`src/rtl/uart_apb_regif_if.sv`:
```
// APB3 completer-side bus bundle for the UART register front-end.
interface uart_apb_regif_if #(
  parameter int unsigned DWIDTH = 32
);
  logic              PSEL;
  logic              PENABLE;
  logic              PWRITE;
  logic [4:0]        PADDR;
  logic [DWIDTH-1:0] PWDATA;
  logic [DWIDTH-1:0] PRDATA;
  logic              PREADY;
  logic              PSLVERR;

  modport master (
    output PSEL, PENABLE, PWRITE, PADDR, PWDATA,
    input  PRDATA, PREADY, PSLVERR
  );

  modport slave (
    input  PSEL, PENABLE, PWRITE, PADDR, PWDATA,
    output PRDATA, PREADY, PSLVERR
  );
endinterface

```
`src/rtl/uart_apb_regif.sv`:
```
// APB3 register front-end for the UART core: strobe generation, baud/frame
// configuration and sticky W1C interrupt status with a level interrupt.
module uart_apb_regif #(
  parameter int unsigned APB_DWIDTH = 32,
  parameter logic [12:0] BAUD_RST   = 13'd1,
  parameter logic [2:0]  CFG_RST    = 3'b001
) (
  input  logic                    CLK,
  input  logic                    aresetn,
  uart_apb_regif_if.slave         apb,
  output logic                    CSN,
  output logic                    WEN,
  output logic                    OEN,
  output logic [7:0]              DATA_IN,
  input  logic [7:0]              DATA_OUT,
  input  logic                    TXRDY,
  input  logic                    RXRDY,
  input  logic                    PARITY_ERR,
  input  logic                    OVERFLOW,
  input  logic                    FRAMING_ERR,
  output logic [12:0]             BAUD_VAL,
  output logic [2:0]              BAUD_VAL_FRACTION,
  output logic                    BIT8,
  output logic                    PARITY_EN,
  output logic                    ODD_N_EVEN,
  output logic                    INTR
);

  localparam int unsigned NSTAT = 5;
  localparam int unsigned NIRQ  = 6;

  localparam logic [2:0] A_TXDATA   = 3'd0;
  localparam logic [2:0] A_RXDATA   = 3'd1;
  localparam logic [2:0] A_CTRL1    = 3'd2;
  localparam logic [2:0] A_CTRL2    = 3'd3;
  localparam logic [2:0] A_STATUS   = 3'd4;
  localparam logic [2:0] A_CTRL3    = 3'd5;
  localparam logic [2:0] A_IRQ_EN   = 3'd6;
  localparam logic [2:0] A_IRQ_STAT = 3'd7;

  logic [2:0]       addr;
  logic [7:0]       wdata;
  logic             setup;
  logic             acc_wr;
  logic             acc_rd;
  logic             tx_go;
  logic             tx_ovr;
  logic             rx_go;
  logic [NSTAT-1:0] stat_now;
  logic [NSTAT-1:0] stat_hist;
  logic [NIRQ-1:0]  irq_en;
  logic [NIRQ-1:0]  irq_stat;
  logic [NIRQ-1:0]  irq_set;
  logic [NIRQ-1:0]  irq_clr;
  logic [7:0]       rdata;
  logic             unused_bits;

  assign addr        = apb.PADDR[4:2];
  assign wdata       = apb.PWDATA[7:0];
  assign unused_bits = ^{apb.PADDR[1:0], apb.PWDATA};

  assign setup  = apb.PSEL & ~apb.PENABLE;
  assign acc_wr = apb.PSEL &  apb.PENABLE &  apb.PWRITE;
  assign acc_rd = apb.PSEL &  apb.PENABLE & ~apb.PWRITE;

  // Strobe decisions are taken in setup so the strobe covers only the access cycle.
  assign tx_go  = setup &  apb.PWRITE & (addr == A_TXDATA) &  TXRDY;
  assign tx_ovr = setup &  apb.PWRITE & (addr == A_TXDATA) & ~TXRDY;
  assign rx_go  = setup & ~apb.PWRITE & (addr == A_RXDATA);

  assign stat_now = {FRAMING_ERR, OVERFLOW, PARITY_ERR, RXRDY, TXRDY};
  assign irq_set  = {tx_ovr, stat_now & ~stat_hist};
  assign irq_clr  = (acc_wr && addr == A_IRQ_STAT) ? wdata[NIRQ-1:0] : '0;

  assign apb.PREADY  = 1'b1;
  assign apb.PSLVERR = 1'b0;

  always_ff @(posedge CLK or negedge aresetn) begin
    if (!aresetn) begin
      CSN     <= 1'b1;
      WEN     <= 1'b1;
      OEN     <= 1'b1;
      DATA_IN <= 8'h00;
    end else begin
      CSN <= ~(tx_go | rx_go);
      WEN <= ~tx_go;
      OEN <= ~rx_go;
      if (tx_go) DATA_IN <= wdata;
    end
  end

  always_ff @(posedge CLK or negedge aresetn) begin
    if (!aresetn) begin
      BAUD_VAL                        <= BAUD_RST;
      BAUD_VAL_FRACTION               <= 3'd0;
      {ODD_N_EVEN, PARITY_EN, BIT8}   <= CFG_RST;
      irq_en                          <= '0;
    end else if (acc_wr) begin
      case (addr)
        A_CTRL1:  BAUD_VAL[7:0] <= wdata;
        A_CTRL2: begin
          BAUD_VAL[12:8]                <= wdata[7:3];
          {ODD_N_EVEN, PARITY_EN, BIT8} <= wdata[2:0];
        end
        A_CTRL3:  BAUD_VAL_FRACTION <= wdata[2:0];
        A_IRQ_EN: irq_en <= wdata[NIRQ-1:0];
        default: ;
      endcase
    end
  end

  // Sticky status: a new rising edge in the same cycle as a W1C keeps the bit set.
  always_ff @(posedge CLK or negedge aresetn) begin
    if (!aresetn) begin
      stat_hist <= '0;
      irq_stat  <= '0;
      INTR      <= 1'b0;
    end else begin
      stat_hist <= stat_now;
      irq_stat  <= (irq_stat & ~irq_clr) | irq_set;
      INTR      <= |(irq_stat & irq_en);
    end
  end

  always_comb begin
    rdata = 8'h00;
    if (acc_rd) begin
      case (addr)
        A_RXDATA:   rdata = DATA_OUT;
        A_CTRL1:    rdata = BAUD_VAL[7:0];
        A_CTRL2:    rdata = {BAUD_VAL[12:8], ODD_N_EVEN, PARITY_EN, BIT8};
        A_STATUS:   rdata = {2'b00, irq_stat[5:2], RXRDY, TXRDY};
        A_CTRL3:    rdata = {5'b00000, BAUD_VAL_FRACTION};
        A_IRQ_EN:   rdata = {2'b00, irq_en};
        A_IRQ_STAT: rdata = {2'b00, irq_stat};
        default:    rdata = 8'h00;
      endcase
    end
  end

  assign apb.PRDATA = APB_DWIDTH'(rdata);

endmodule

```
`src/flat_wrapper.sv`:
```
// flat-port wrapper written by rule: the top's interface ports become plain ports
module uart_apb_regif_flat 
#(
  parameter int unsigned APB_DWIDTH = 32,
  parameter logic [12:0] BAUD_RST   = 13'd1,
  parameter logic [2:0]  CFG_RST    = 3'b001
)
  (CLK, aresetn, CSN, WEN, OEN, DATA_IN, DATA_OUT, TXRDY, RXRDY, PARITY_ERR, OVERFLOW, FRAMING_ERR, BAUD_VAL, BAUD_VAL_FRACTION, BIT8, PARITY_EN, ODD_N_EVEN, INTR, apb_PSEL, apb_PENABLE, apb_PWRITE, apb_PADDR, apb_PWDATA, apb_PRDATA, apb_PREADY, apb_PSLVERR);
  uart_apb_regif_if #(.DWIDTH(32)) apb_i ();
  input  logic CLK;
  input  logic aresetn;
  output logic CSN;
  output logic WEN;
  output logic OEN;
  output logic [7:0] DATA_IN;
  input  logic [7:0] DATA_OUT;
  input  logic TXRDY;
  input  logic RXRDY;
  input  logic PARITY_ERR;
  input  logic OVERFLOW;
  input  logic FRAMING_ERR;
  output logic [12:0] BAUD_VAL;
  output logic [2:0] BAUD_VAL_FRACTION;
  output logic BIT8;
  output logic PARITY_EN;
  output logic ODD_N_EVEN;
  output logic INTR;
  input wire logic [$bits(apb_i.PSEL)-1:0] apb_PSEL;
  input wire logic [$bits(apb_i.PENABLE)-1:0] apb_PENABLE;
  input wire logic [$bits(apb_i.PWRITE)-1:0] apb_PWRITE;
  input wire logic [$bits(apb_i.PADDR)-1:0] apb_PADDR;
  input wire logic [$bits(apb_i.PWDATA)-1:0] apb_PWDATA;
  output wire logic [$bits(apb_i.PRDATA)-1:0] apb_PRDATA;
  output wire logic [$bits(apb_i.PREADY)-1:0] apb_PREADY;
  output wire logic [$bits(apb_i.PSLVERR)-1:0] apb_PSLVERR;
  assign apb_i.PSEL = apb_PSEL;
  assign apb_i.PENABLE = apb_PENABLE;
  assign apb_i.PWRITE = apb_PWRITE;
  assign apb_i.PADDR = apb_PADDR;
  assign apb_i.PWDATA = apb_PWDATA;
  assign apb_PRDATA = apb_i.PRDATA;
  assign apb_PREADY = apb_i.PREADY;
  assign apb_PSLVERR = apb_i.PSLVERR;
  uart_apb_regif #(.APB_DWIDTH(APB_DWIDTH), .BAUD_RST(BAUD_RST), .CFG_RST(CFG_RST)) u_core (.CLK(CLK), .aresetn(aresetn), .apb(apb_i), .CSN(CSN), .WEN(WEN), .OEN(OEN), .DATA_IN(DATA_IN), .DATA_OUT(DATA_OUT), .TXRDY(TXRDY), .RXRDY(RXRDY), .PARITY_ERR(PARITY_ERR), .OVERFLOW(OVERFLOW), .FRAMING_ERR(FRAMING_ERR), .BAUD_VAL(BAUD_VAL), .BAUD_VAL_FRACTION(BAUD_VAL_FRACTION), .BIT8(BIT8), .PARITY_EN(PARITY_EN), .ODD_N_EVEN(ODD_N_EVEN), .INTR(INTR));
endmodule
```
`config.mk`:
```
export PLATFORM = sky130hd
export DESIGN_NAME = uart_apb_regif_flat
export DESIGN_NICKNAME = d
export VERILOG_FILES = /design/src/rtl/uart_apb_regif_if.sv /design/src/rtl/uart_apb_regif.sv /design/src/flat_wrapper.sv
export SDC_FILE = /design/constraint.sdc
export NUM_CORES = 1
export LEC_CHECK = 0
export ABC_AREA = 1
export CAP_MARGIN = 20
export CORE_MARGIN = 2
export CORE_UTILIZATION = 44
export CTS_CLUSTER_SIZE = 10
export DETAILED_ROUTE_END_ITERATION = 12
export PLACE_DENSITY = 0.85
export SLEW_MARGIN = 20
export SYNTH_ARGS = -nofsm -noshare
export SYNTH_HDL_FRONTEND = slang
export SYNTH_SLANG_ARGS = --single-unit
```
`constraint.sdc`:
```
create_clock -name CLK -period 2.5 [get_ports CLK]
set_clock_uncertainty 0.1 [all_clocks]
set_input_delay 0.375 -clock CLK [delete_from_list [all_inputs] [get_ports CLK]]
set_output_delay 0.375 -clock CLK [all_outputs]
set_load 0.02 [all_outputs]
```
## Word level (Yosys, flattened, before mapping)

Index checks and enable logic that the tools add are counted.

- Bits in registers: 48
- Output and inout bits: 65
- Word-level logic and storage cells: 54

- Equal/unequal tests: 7
- Muxes and demuxes: 3
- Bitwise logic cells: 23
- Reductions and logical operators: 7

Operators with widths:

| kind | number |
|---|---|
| $pmux W8 S7 | 1 |
| $and A6 B6 Y6 | 2 |
| $eq A3 B3 Y1 const B | 4 |
| $and A1 B1 Y1 | 10 |
| $mux W8 | 1 |
| $reduce_and A2 Y1 | 4 |
| $eq A3 B2 Y1 const B | 2 |
| $mux W6 | 1 |
| $not A1 Y1 | 6 |
| $not A6 Y6 | 1 |
| $or A6 B6 Y6 | 1 |
| $reduce_or A6 Y1 | 1 |
| $and A5 B5 Y5 | 1 |
| $not A5 Y5 | 1 |
| $eq A3 B1 Y1 const B | 1 |
| $logic_not A3 Y1 | 1 |
| $logic_and A1 B1 Y1 | 1 |
| $or A1 B1 Y1 | 1 |

## Longest topological paths before layout

- Depth after elaboration: 7
- Mapped depth: 8
- Mapped depth without buffers: 7

## Least setup slack after synthesis

Ideal clock, no wire load.

- Path kind: input port to output port
- Start point: input port apb_PADDR[4]
- End point: output port apb_PRDATA[1]
- Stages on the path: 6
- Setup slack: 0.676 ns
- Arrival: 1.349 ns
- Cells stage by stage: buf_4 clkbuf_1 nand4_1 nand2_1 nor2_1 a21oi_1

- Word-level cells in the longest chain between the ends: 3
- Elaborated cells between the ends (all ways): 9

RTL lines:

| element | line | text |
|---|---|---|
| start, declared | flat_wrapper.sv:31 | `input wire logic [$bits(apb_i.PADDR)-1:0] apb_PADDR;` |
| $eq A3 B3 Y1, or another cell as far along | uart_apb_regif.sv:128 | `case (addr)` |
| $pmux W8 S7 * | uart_apb_regif.sv:128 |  |
| $mux W8 * | uart_apb_regif.sv:127 | `if (acc_rd) begin` |
| end, declared | flat_wrapper.sv:33 | `output wire logic [$bits(apb_i.PRDATA)-1:0] apb_PRDATA;` |

Every way passes the cells marked *; elsewhere a longest branch is shown, timed or not.

## Worst setup path after layout

- Start point: input port apb_PADDR[3]
- End point: output port apb_PRDATA[2]

Same word-level chain as after synthesis.

==> impl_metrics.json <==
{
  "grtUsageTotal": 0.217,
  "ys_ff_latch": 48,
  "layout_min_cycle_time_ps": 2450,
  "cp.arrival_ps": 1980,
  "insertion_delay_ps": 300,
  "synth_top_cell_by_area": "dfrtp_1",
  "rsz0062_at_grt": "no",
  "pre_cts_ws_ps": -271,
  "ant_nets": 0,
  "holdWs_ps": 322,
  "grt_pass1_vias": 2205,
  "pwr-share-clk": 0.278,
  "max_freq_ghz": 0.408,
  "path_class": "input port to primary output",
  "synthArstFlopShare": 1.00,
  "cp-start-kind": "input port",
  "clock_path_buffers": 2,
  "fin_nets": 439,
  "status": "completed",
  "setup_violations": 0,
  "dp_hpwl_um": 4990,
  "clock_sinks": 48,
  "postCtsSetupRepairBufs": 0,
  "min_period_over_period": 0.980,
  "post-route-util": 0.617,
  "clkSlewWorstSetupHoldPaths_ps": 90,
  "grt_pass1_wl_um": 10800,
  "via_per_inst": 5.07,
  "drv_cap": 0,
  "cts-root-buf": "clkbuf_8",
  "synthDistinctLibCells": 26,
  "overflow": 0,
  "cts_max_level": 2,
  "combPwrFrac": 0.281,
  "num_io_pins": 120,
  "dieArea_um2": 6390,
  "leakagePower_uw": 0.00161,
  "synthFlopType": "dfrtp_1",
  "yosysMostFrequentCell": "nand2_1",
  "synth_area_leaders": "dfrtp_1, buf_4, nand2_1",
  "vias": 2319,
  "hold_viol_final": 0,
  "finalPower_uw": 2230,
  "antenna_found_initial": 0,
  "syn2layout_area_growth_pct": 34.6,
  "hp-class": "flip-flop to flip-flop",
  "finalMaxSlewViolations": 0,
  "switching_share": 0.312,
  "synth_top_area_share": 0.424,
  "syn_area_um2": 2540,
  "coreArea_um2": 5540,
  "cts_made_buffers": 5,
  "ir_drop_v": 0.000385,
  "io_buffers": 67,
  "drt_iter0_drc": 152,
  "insertedDiodeCount": 0,
  "routedWlPerCell_um": 14.4,
  "crit_path_end_kind": "primary output",
  "synth_enable_flop_cells": 0,
  "synth_warnings": 0,
  "initial_core_util": 0.458,
  "drc_errors": 0,
  "die_w_um": 79.9,
  "synth_seq_area_share": 0.476,
  "intPower_uw": 1530,
  "cts_tree": "done",
  "die_y_um": 79.9,
  "power.density_nw_per_um2": 652,
  "p_seq_frac": 0.441,
  "gp_congestion": 0.893,
  "core.rowCount": 27,
  "setup_slack_ps": 48.9,
  "wl_um": 6560,
  "fillers": 495,
  "synth_cells": 302,
  "drive_above_1_share": 0.158,
  "cp_max_fo": 9,
  "syn_avg_cell_area_um2": 8.40,
  "required_ps": 2030,
  "grt_max_degree": 20,
  "power.switching_uw": 696,
  "synth_commonest_cells": "nand2_1, dfrtp_1, buf_4",
  "dr.pass1.iters": 4
}
[registers in the layout (all words and copies together), names as in the netlist]
register,cells
u_core.BAUD_VAL_FRACTION,3
u_core.WEN,1
u_core.irq_en,6
u_core.PARITY_EN,1
u_core.stat_hist,5
u_core.BAUD_VAL,13
u_core.OEN,1
u_core.BIT8,1
u_core.irq_stat,6
u_core.INTR,1
u_core.CSN,1
u_core.ODD_N_EVEN,1
u_core.DATA_IN,8
[stage by stage]
stage | std cells | setup TNS [ps] | instance area (um^2)
3_5_place_dp | 448 | -1770 | 3290
6_report | 457 | 0 | 3420
3_3_place_gp | 448 | -1630 | 3290
4_1_cts | 457 | 0 | 3420
5_1_grt | 457 | 0 | 3420
2_1_floorplan | 326 | 0 | 2630
[metal layers]
metal  GRT usage  share of wire
met4      0.0695          0.012
met2       0.360           0.50
met3      0.0419          0.080
met1       0.285           0.41
met5           0              0
[what timing repair did]
action	4_1_cts	5_1_grt
hold buffers	1	0
endpoints found under the hold margin	11	0
gates resized for setup	10	11
setup endpoints to repair	8	6
[cell type report]
class                   instances  area [um^2]  share of cell area
well taps                      72         90.1              0.0264
flip-flops and latches         48         1210               0.353
clock buffers                   7         96.3              0.0282
multi-input cells             211         1040               0.304
repair buffers                 91          853               0.250
clock inverters                 1         30.0             0.00879
inverters                      27          101              0.0297
[critical path, stage by stage]
cell             delay [ps]
clkdlybuf4s50_1         410
buf_4                   190
inv_2                   160
buf_12                  130
nand4_1                 120
nand3_1                 110
nor2_1                   50
nor2_1                  110
clkdlybuf4s15_1         320
[kinds of logic (layout without fill, tap and decap cells)]
group / after synthesis / in the layout / synth area share
other: 2 / 26 / 0.00296
and+or+nand+nor: 134 / 134 / 0.253
DFF: 48 / 48 / 0.476
buffers and inverters: 67 / 126 / 0.153
AOI/OAI and AO/OA: 51 / 51 / 0.115
[path summary, 6_finish.rpt]
check / start / endpoint / slack [ps] / depth (start not counted)
max in group asynchronous: aresetn / u_core.irq_en[2]$_DFFE_PN0P_ / 1270 / 3
min: u_core.stat_hist[1]$_DFF_PN0_ / u_core.irq_stat[1]$_DFF_PN0_ / 320 / 1
max: apb_PADDR[3] / apb_PRDATA[2] / 50 / 9
min in group asynchronous: aresetn / u_core.BAUD_VAL[12]$_DFFE_PN0P_ / 420 / 2
max reg2reg: u_core.irq_en[4]$_DFFE_PN0P_ / u_core.INTR$_DFF_PN0_ / 1440 / 3
min reg2reg: u_core.stat_hist[1]$_DFF_PN0_ / u_core.irq_stat[1]$_DFF_PN0_ / 320 / 1
[power groups by stage]
stage | combinational [uW] | sequential [uW] | clock, uW
floorplan | 259 | 1070 | 0
global placement | 611 | 989 | 0
detailed placement | 627 | 994 | 0
CTS | 630 | 980 | 625
global route | 679 | 997 | 659
finish | 625 | 982 | 619
[cells in the final DEF (no fill, tap or decap), types with 2 or more instances in the layout]
| cell | Yosys | final |
|---|---|---|
| a21oi_1 | 14 | 14 |
| a22o_1 | 2 | 2 |
| buf_12 | 0 | 2 |
| buf_4 | 28 | 20 |
| clkbuf_2 | 0 | 4 |
| clkbuf_8 | 0 | 7 |
| clkdlybuf4s15_1 | 0 | 2 |
| clkdlybuf4s50_1 | 0 | 57 |
| conb_1 | 2 | 26 |
| dfrtp_1 | 43 | 43 |
| dfstp_2 | 5 | 5 |
| dlygate4sd2_1 | 0 | 3 |
| inv_1 | 23 | 23 |
| inv_2 | 4 | 4 |
| nand2_1 | 51 | 51 |
| nand2_2 | 3 | 3 |
| nand3_1 | 19 | 19 |
| nand4_1 | 27 | 27 |
| nor2_1 | 27 | 27 |
| nor2_4 | 1 | 2 |
| o21ai_0 | 11 | 11 |
| o21ai_1 | 16 | 16 |
| o21ai_2 | 8 | 8 |
(Power assumes the default switching activity.)
